File: config.mk
export PLATFORM = sky130hd
export DESIGN_NAME = hub75_scan_ctrl
export DESIGN_NICKNAME = d
export VERILOG_FILES = /design/src/rtl/hub75_scan_ctrl.sv
export SDC_FILE = /design/constraint.sdc
export NUM_CORES = 1
export LEC_CHECK = 0
export CAP_MARGIN = 5
export CELL_PAD_IN_SITES_DETAIL_PLACEMENT = 1
export CELL_PAD_IN_SITES_GLOBAL_PLACEMENT = 2
export CORE_MARGIN = 3
export CORE_UTILIZATION = 28
export CTS_CLUSTER_SIZE = 10
export DETAILED_ROUTE_END_ITERATION = 6
export PLACE_DENSITY = 0.93
export SLEW_MARGIN = 25
export SYNTH_ARGS = -nofsm -noshare
export SYNTH_HDL_FRONTEND = slang
export SYNTH_SLANG_ARGS = --single-unit
File: constraint.sdc
create_clock -name clk -period 2.5 [get_ports clk]
set_input_delay 0.5 -clock clk [delete_from_list [all_inputs] [get_ports clk]]
set_output_delay 0.5 -clock clk [all_outputs]
set_load 0.05 [all_outputs]
File: src/rtl/hub75_scan_ctrl.sv
// HUB75 shift-chain sequencer: reads one framebuffer row per bit-plane, shifts it out on RGB/SCLK
// and latches it at each blanking edge of the BCM display timer.
module hub75_scan_ctrl #(
  parameter int unsigned hpixel_p   = 64,
  parameter int unsigned vpixel_p   = 64,
  parameter int unsigned bpp_p      = 8,
  parameter int unsigned segments_p = 2
) (
  input  logic                                                      clk,
  input  logic                                                      rst_n,
  input  logic                                                      i_enable,
  input  logic [2*bpp_p-1:0]                                        i_base_wait,
  input  logic [2*bpp_p-1:0]                                        i_blank_interval,
  input  logic                                                      i_oe_n,
  output logic                                                      o_timer_en,
  output logic [2*bpp_p-1:0]                                        o_base_wait,
  output logic [2*bpp_p-1:0]                                        o_blank_interval,
  output logic                                                      o_fb_rd,
  output logic [$clog2(vpixel_p/segments_p)+$clog2(hpixel_p)-1:0]   o_fb_addr,
  input  logic [segments_p*3*bpp_p-1:0]                             i_fb_data,
  output logic [3*segments_p-1:0]                                   o_rgb,
  output logic                                                      o_sclk,
  output logic                                                      o_latch,
  output logic                                                      o_underrun
);

  localparam int unsigned Rows   = vpixel_p / segments_p;
  localparam int unsigned RowW   = $clog2(Rows);
  localparam int unsigned ColW   = $clog2(hpixel_p);
  localparam int unsigned PlaneW = (bpp_p > 1) ? $clog2(bpp_p) : 1;
  localparam int unsigned TW     = $clog2(2 * hpixel_p + 1);
  localparam logic [TW-1:0] LastT = TW'(2 * hpixel_p);

  typedef enum logic [1:0] {StIdle, StShift, StWaitBlank, StLatch} state_e;

  state_e              state_q;
  logic [TW-1:0]       t_q;
  logic [RowW-1:0]     row_q;
  logic [PlaneW-1:0]   plane_q;
  logic                first_q;
  logic                pend_q;
  logic                oe_q;

  logic                blank_edge;
  logic [TW-1:0]       t_nxt;
  logic                plane_last;
  logic [PlaneW-1:0]   plane_nxt;
  logic [RowW-1:0]     row_nxt;
  logic [3*segments_p-1:0] rgb_nxt;

  always_comb begin
    blank_edge = i_oe_n & ~oe_q & o_timer_en;
    t_nxt      = t_q + TW'(1);
    plane_last = (plane_q == PlaneW'(bpp_p - 1));
    plane_nxt  = plane_last ? '0 : plane_q + PlaneW'(1);
    row_nxt    = row_q;
    if (plane_last) begin
      row_nxt = (row_q == RowW'(Rows - 1)) ? '0 : row_q + RowW'(1);
    end
    rgb_nxt = '0;
    for (int i = 0; i < 3 * segments_p; i++) begin
      rgb_nxt[i] = i_fb_data[i * bpp_p + int'(plane_q)];
    end
  end

  always_ff @(posedge clk or negedge rst_n) begin
    if (!rst_n) begin
      state_q          <= StIdle;
      t_q              <= '0;
      row_q            <= '0;
      plane_q          <= '0;
      first_q          <= 1'b0;
      pend_q           <= 1'b0;
      oe_q             <= 1'b1;
      o_timer_en       <= 1'b0;
      o_base_wait      <= '0;
      o_blank_interval <= '0;
      o_fb_rd          <= 1'b0;
      o_fb_addr        <= '0;
      o_rgb            <= '0;
      o_sclk           <= 1'b0;
      o_latch          <= 1'b0;
      o_underrun       <= 1'b0;
    end else begin
      oe_q <= i_oe_n;
      if (!i_enable) begin
        // Config registers deliberately hold across disable.
        state_q    <= StIdle;
        t_q        <= '0;
        row_q      <= '0;
        plane_q    <= '0;
        first_q    <= 1'b0;
        pend_q     <= 1'b0;
        o_timer_en <= 1'b0;
        o_fb_rd    <= 1'b0;
        o_fb_addr  <= '0;
        o_rgb      <= '0;
        o_sclk     <= 1'b0;
        o_latch    <= 1'b0;
        if (state_q == StIdle) o_underrun <= 1'b0;
      end else begin
        unique case (state_q)
          StIdle: begin
            o_underrun       <= 1'b0;
            o_base_wait      <= i_base_wait;
            o_blank_interval <= i_blank_interval;
            row_q            <= '0;
            plane_q          <= '0;
            first_q          <= 1'b1;
            pend_q           <= 1'b0;
            t_q              <= '0;
            o_fb_addr        <= '0;
            o_fb_rd          <= 1'b1;
            o_sclk           <= 1'b0;
            o_latch          <= 1'b0;
            state_q          <= StShift;
          end
          StShift: begin
            if (t_q[0]) o_rgb <= rgb_nxt;
            if (blank_edge) begin
              o_underrun <= 1'b1;
              pend_q     <= 1'b1;
            end
            if (t_q == LastT) begin
              t_q     <= '0;
              o_fb_rd <= 1'b0;
              o_sclk  <= 1'b0;
              // A blank edge already seen (or arriving now) means the timer is ahead: latch at once.
              if (first_q || pend_q || blank_edge) begin
                state_q <= StLatch;
                o_latch <= 1'b1;
                first_q <= 1'b0;
                pend_q  <= 1'b0;
              end else begin
                state_q <= StWaitBlank;
              end
            end else begin
              t_q       <= t_nxt;
              o_fb_rd   <= ~t_nxt[0] && (t_nxt != LastT);
              o_sclk    <= ~t_nxt[0];
              o_fb_addr <= {row_q, t_nxt[ColW:1]};
            end
          end
          StWaitBlank: begin
            if (blank_edge) begin
              state_q <= StLatch;
              o_latch <= 1'b1;
            end
          end
          StLatch: begin
            o_latch    <= 1'b0;
            o_timer_en <= 1'b1;
            plane_q    <= plane_nxt;
            row_q      <= row_nxt;
            o_fb_addr  <= {row_nxt, ColW'(0)};
            o_fb_rd    <= 1'b1;
            t_q        <= '0;
            state_q    <= StShift;
          end
        endcase
      end
    end
  end

endmodule

After elaboration in Yosys (flattened, before gate mapping)
Index checks and enable logic that the tools add are counted. W data, S select, Z words.

Shifts and indexed selects: 0. Equality and inequality tests: 19. Multipliers: 0. Bitwise gates (word level): 4. Order comparisons: 6. Divide/modulo/power cells: 0. Mux-type cells: 58. Reductions and logical operators: 14. Add/sub/neg operators: 8.

Operator list (number): $pmux W11 S3 (1); $bmux W1 S6 (5); $mux W1 (26); $mux W11 (2); $mux W6 (3); $mux W8 (2); $pmux W8 S2 (1); $mux W5 (3); $ne A3 B3 Y1 const B (5); $add A6 B3 Y7 const A (2); $lt A6 B7 Y1 const B (2); $lt A7 B7 Y1 const B (2); $add A5 B3 Y6 const A (2); $pmux W1 S2 (5); $pmux W5 S2 (1); $reduce_and A3 Y1 (3); $add A8 B1 Y8 const B (1); $eq A8 B8 Y1 const B (1); $ne A8 B8 Y1 const B (1); $reduce_and A2 Y1 (4); $lt A3 B7 Y1 const B (1); $lt A5 B7 Y1 const B (1); $mux W2 (3); $mux W3 (2); other kinds (22) (30).

Output and inout bits: 54. Word-level logic and storage cells: 125. Bits in writable memories: 0. Register bits after elaboration: 75. Latch bits: 0. Memory bits (read-only): 0. Memories: 0. Input port bits: 84.

Logic depth before layout (Yosys ltp)
Depth in word-level cells: 8. Depth in mapped cells: 7. Gate-level depth less buffers: 7.

Worst setup path after synthesis
Ideal clock, no wire load.

Path kind: register to register. Start point: reg state_q[0]. End point: reg o_fb_addr[1]. Required time: 2.404 ns. Setup slack: 0.653 ns. Arrival time: 1.752 ns. Period minus slack after synthesis: 1.847 ns. Buffers on the path: 1. Cell stages (with the launch flop): 7. Cells stage by stage: dfrtp_1 > ha_1 > or4b_2 > o31ai_4 > buf_6 > nand2_1 > o31ai_1.

Longest elaborated chain between the ends: 3. Elaborated cells between the ends (all ways): 8. Classes of those cells: eq/ne (4); mux (2); reduce/logical (2).

RTL lines: start, declared (line 36) `state_e state_q;`; start signal, assigned (line 68) `state_q <= StIdle;`; start signal, assigned (line 88) `state_q <= StIdle;`; start signal, assigned (line 116) `state_q <= StShift;`; $eq A2 B2 Y1, or another cell as far along (line 102) `unique case (state_q)`; $pmux W11 S3, or another cell as far along (line 102); $mux W11 or $reduce_and A2 Y1 (tied branches); end signal, assigned (line 141) `o_fb_addr <= {row_q, t_nxt[ColW:1]};`; end signal, assigned (line 155) `o_fb_addr <= {row_nxt, ColW'(0)};`; end, declared (line 19) `output logic [$clog2(vpixel_p/segments_p)+$clog2(hpixel_p)-1:0] o_fb_addr,`.

Parallel ways exist; a longest one is shown, timed or not. A chain may end at the register's enable or synchronous reset.

Worst setup path after layout
Start point: reg t_q[3]. End point: reg o_fb_addr[9].

Longest elaborated chain between the ends: 3.

RTL lines: start, declared (line 37) `logic [TW-1:0] t_q;`; start signal, assigned (line 138) `t_q <= t_nxt;`; $eq A8 B8 Y1 (line 124) `if (t_q == LastT) begin`; $ne A3 B3 Y1 (no source line); $reduce_and A2 Y1 (no source line).

Every way passes these cells.

==> results <==
final timing paths:
path / from / to / slack (ns) / depth (start not counted)
max in group asynchronous: rst_n / o_base_wait[5]$_DFFE_PN0P_ / 1.85 / 1
min in group clk: o_fb_addr[5]$_DFFE_PN0P_ / o_fb_addr[5]$_DFFE_PN0P_ / 0.49 / 2
hold reg to reg: o_fb_addr[5]$_DFFE_PN0P_ / o_fb_addr[5]$_DFFE_PN0P_ / 0.49 / 2
setup / recovery: t_q[3]$_DFFE_PN0P_ / o_fb_addr[9]$_DFFE_PN0P_ / 0.24 / 4
hold / removal: rst_n / t_q[4]$_DFFE_PN0P_ / 0.20 / 1
setup reg to reg: t_q[3]$_DFFE_PN0P_ / o_fb_addr[9]$_DFFE_PN0P_ / 0.24 / 4
per-stage QoR:
stage | util | power, mW | area [um^2] | setup WS, ns | hold slack (ns)
5_1_grt | 0.444 | 6.15 | 5670 | 0.0955 | 0.254
3_3_place_gp | 0.417 | 4.36 | 5320 | 0.298 | 0.462
3_5_place_dp | 0.417 | 4.45 | 5320 | 0.227 | 0.473
2_1_floorplan | - | 3.42 | 3710 | 0.653 | 0.204
6_report | 0.444 | 5.87 | 5670 | 0.240 | 0.197
4_1_cts | 0.444 | 5.96 | 5670 | 0.216 | 0.363
registers in the layout (all words and copies together) (netlist names):
| name | flops |
|---|---|
| o_base_wait | 16 |
| o_blank_interval | 16 |
| plane_q | 3 |
| state_q | 2 |
| o_fb_rd | 1 |
| row_q | 5 |
| pend_q | 1 |
| o_underrun | 1 |
| o_timer_en | 1 |
| o_latch | 1 |
| o_sclk | 1 |
| first_q | 1 |
| t_q | 8 |
| oe_q | 1 |
| o_rgb | 6 |
| o_fb_addr | 11 |
cells by family (layout without fill, tap and decap cells):
kind of cell / count (synthesis) / in the layout / synth area share
compound gates: 67 / 67 / 0.118
flops: 75 / 75 / 0.506
buf+inv: 20 / 169 / 0.0229
mux: 51 / 51 / 0.189
fa+ha+maj: 11 / 11 / 0.0370
simple gates: 84 / 84 / 0.116
xor+xnor: 5 / 5 / 0.0118
routing by layer:
layer,up-vias,GRT usage,wire length (um)
met1,1504,0.165,4150
met5,-,0,0
met2,104,0.265,5500
li1,1431,-,-
met4,0,0.0581,191
met3,12,0.0434,754
cell usage after synthesis, drive strengths merged, types with 2 or more instances:
cell type  count
ha            11
a21boi         2
nand3          8
nand2         32
nor2           9
clkbuf         7
nor3b          3
or2            2
dfrtp         74
o21ai         33
xnor2          4
a2bb2oi        2
nor2b          6
nand2b         2
mux4          12
nand3b         3
a21o           2
and2           4
and3           6
inv            6
buf            7
mux2i          7
nor4           2
a21oi          7
nor3           2
mux2          32
o31ai          3
a22o           8
worst max-delay path, delay by kind of cell, from the launching register on:
| family | cells | cell delay [ns] |
|---|---|---|
| AO/OA/AOI/OAI | 2 | 0.74 |
| flip-flops | 1 | 0.45 |
| AND/OR/NAND/NOR | 2 | 0.95 |
power breakdown:
group	switching, mW	total, mW	internal, mW
Sequential	0.172	1.70	1.53
Combinational	1.65	2.69	1.03
Clock	0.511	1.48	0.972
final cells by class:
| cell class | instances | area share |
|---|---|---|
| clock buffer | 9 | 0.0397 |
| clock inverter | 7 | 0.0205 |
| tap | 172 | 0.0380 |
| sequential | 75 | 0.331 |
| inverter | 6 | 0.00397 |
| timing repair buffer | 147 | 0.258 |
| multi-input combinational | 218 | 0.309 |
==> summary.md <==
| Metric | Value |
|---|---|
| Status | `finished clean` |
| Clk pin slew, worst setup/hold paths | `0.06 ns` |
| CP Class | `flop to flop` |
| Sequential-to-total area share from yosys stat | `0.506` |
| H-tree depth | `3` |
| Post-synth EDFFs | `0` |
| Ports | `138` |
| Max transition margin | `0.541` |
| Post-DRT Antenna Nets | `0` |
| Pins Over Slew Limit | `0` |
| Yosys warning count | `0` |
| Clock Skews | `0.00922 ns` |
| CTS tree | `built` |
| Largest cells by area after synthesis | `dfrtp_1 50%, mux2_2 9.7%, mux4_2 7.3%` |
| Detailed Route WL | `10600 um` |
| Cts repair resizes | `0` |
| Crit path max fanout | `18` |
| Drt pass-1 iters | `4` |
| Initial antenna violation count | `0` |
| Drc violations | `0` |
| Total grt overflow | `0` |
| Rows | `41` |
| CP peak stage delay | `0.72 ns` |
| CTS max path bufs | `2` |
| Arrival @ worst endpoint | `2.47 ns` |
| Fin crit period | `2.26 ns` |
| Max Cap Viol | `0` |
| Core area | `12800 um^2` |
| Synth Register Bits | `75` |
| Max Fclk | `0.443 GHz` |
| Vias in the first global route | `3447` |
| TritonCTS buffer count | `9` |
| # fillers | `1365` |
| Antenna cell count | `0` |
| Post-Syn Area | `3710 um^2` |
| Setup Fix Bufs, Post-CTS | `0` |
| Layout cells sized above 1 | `0.165` |
| FF+latch area | `1880 um^2` |
| Total GRT Usage | `0.148` |
| Crit path launch type | `flop` |
| CTS Hold Bufs | `0` |
| Multi-input gate area | `1750 um^2` |
| Commonest non-fill, non-tap cell in the layout | `clkdlybuf4s50_1` |
| Hold WC Path Type | `input pin to async pin` |
| I/O Buffers | `137` |
| Final-report setup violation count | `0` |
| Global-route wire length before repair | `17100 um` |
| Post-synthesis area per instance | `11.9 um^2` |
| Clock root buffer | `clkbuf_16` |
| Syn Inst Count | `313` |
| Final Cycle Share | `0.904` |
| PD cells | `1040 nW/um^2` |
| Worst-path cell chain | `or4_1 -> o31ai_4 -> nor2b_1 -> a21oi_1` |
| First DRT Iteration DRCs | `133` |
| RePlAce Congestion | `0.830` |
| Top cell type's share of synthesized area | `0.498` |
| Ys flop type | `dfrtp_1` |
| Fin cells | `634` |
| Final hold violation count | `0` |
| Clk sinks | `75` |
| Largest net degree at the start of global routing | `76` |
| CP Data Required Time | `2.71 ns` |
| Most frequent cells in the layout | `136 x clkdlybuf4s50_1, 74 x dfrtp_1, 32 x nand2_1, 32 x mux2_2, 31 x o21ai_0` |
| Vias | `3051` |
| Die width | `121 um` |
| Max VDD drop | `348 uV` |
| Vias per cell | `4.81` |
| CP max-delay cell | `or4_1` |
| Die height | `121 um` |
| Full die area | `14700 um^2` |
| Nets | `552` |
| Drt wl/cell | `16.7 um` |
| Unrepaired setup endpoints after global routing | `false` |
| Worst-margin pin slew | `0.688 ns` |
| Area growth from synthesis to layout | `52.6%` |
| Placed instance count | `618` |
| LEAKAGE | `2.33 nW` |
| Area leader, netlist | `dfrtp_1` |
| Worst Setup End Kind | `flop` |
| Starting Density | `0.291` |
| Mapped Nets | `408` |
| Worst-Skew Late Latency | `0.34 ns` |
| Setup TNS | `0 ns` |
| FFs w/ async S/R, synth | `1.00` |
| Unique cell type count in the Yosys netlist | `51` |
| Post-DP HPWL | `8160 um` |
Note: power is estimated with default switching activity, not from simulation.
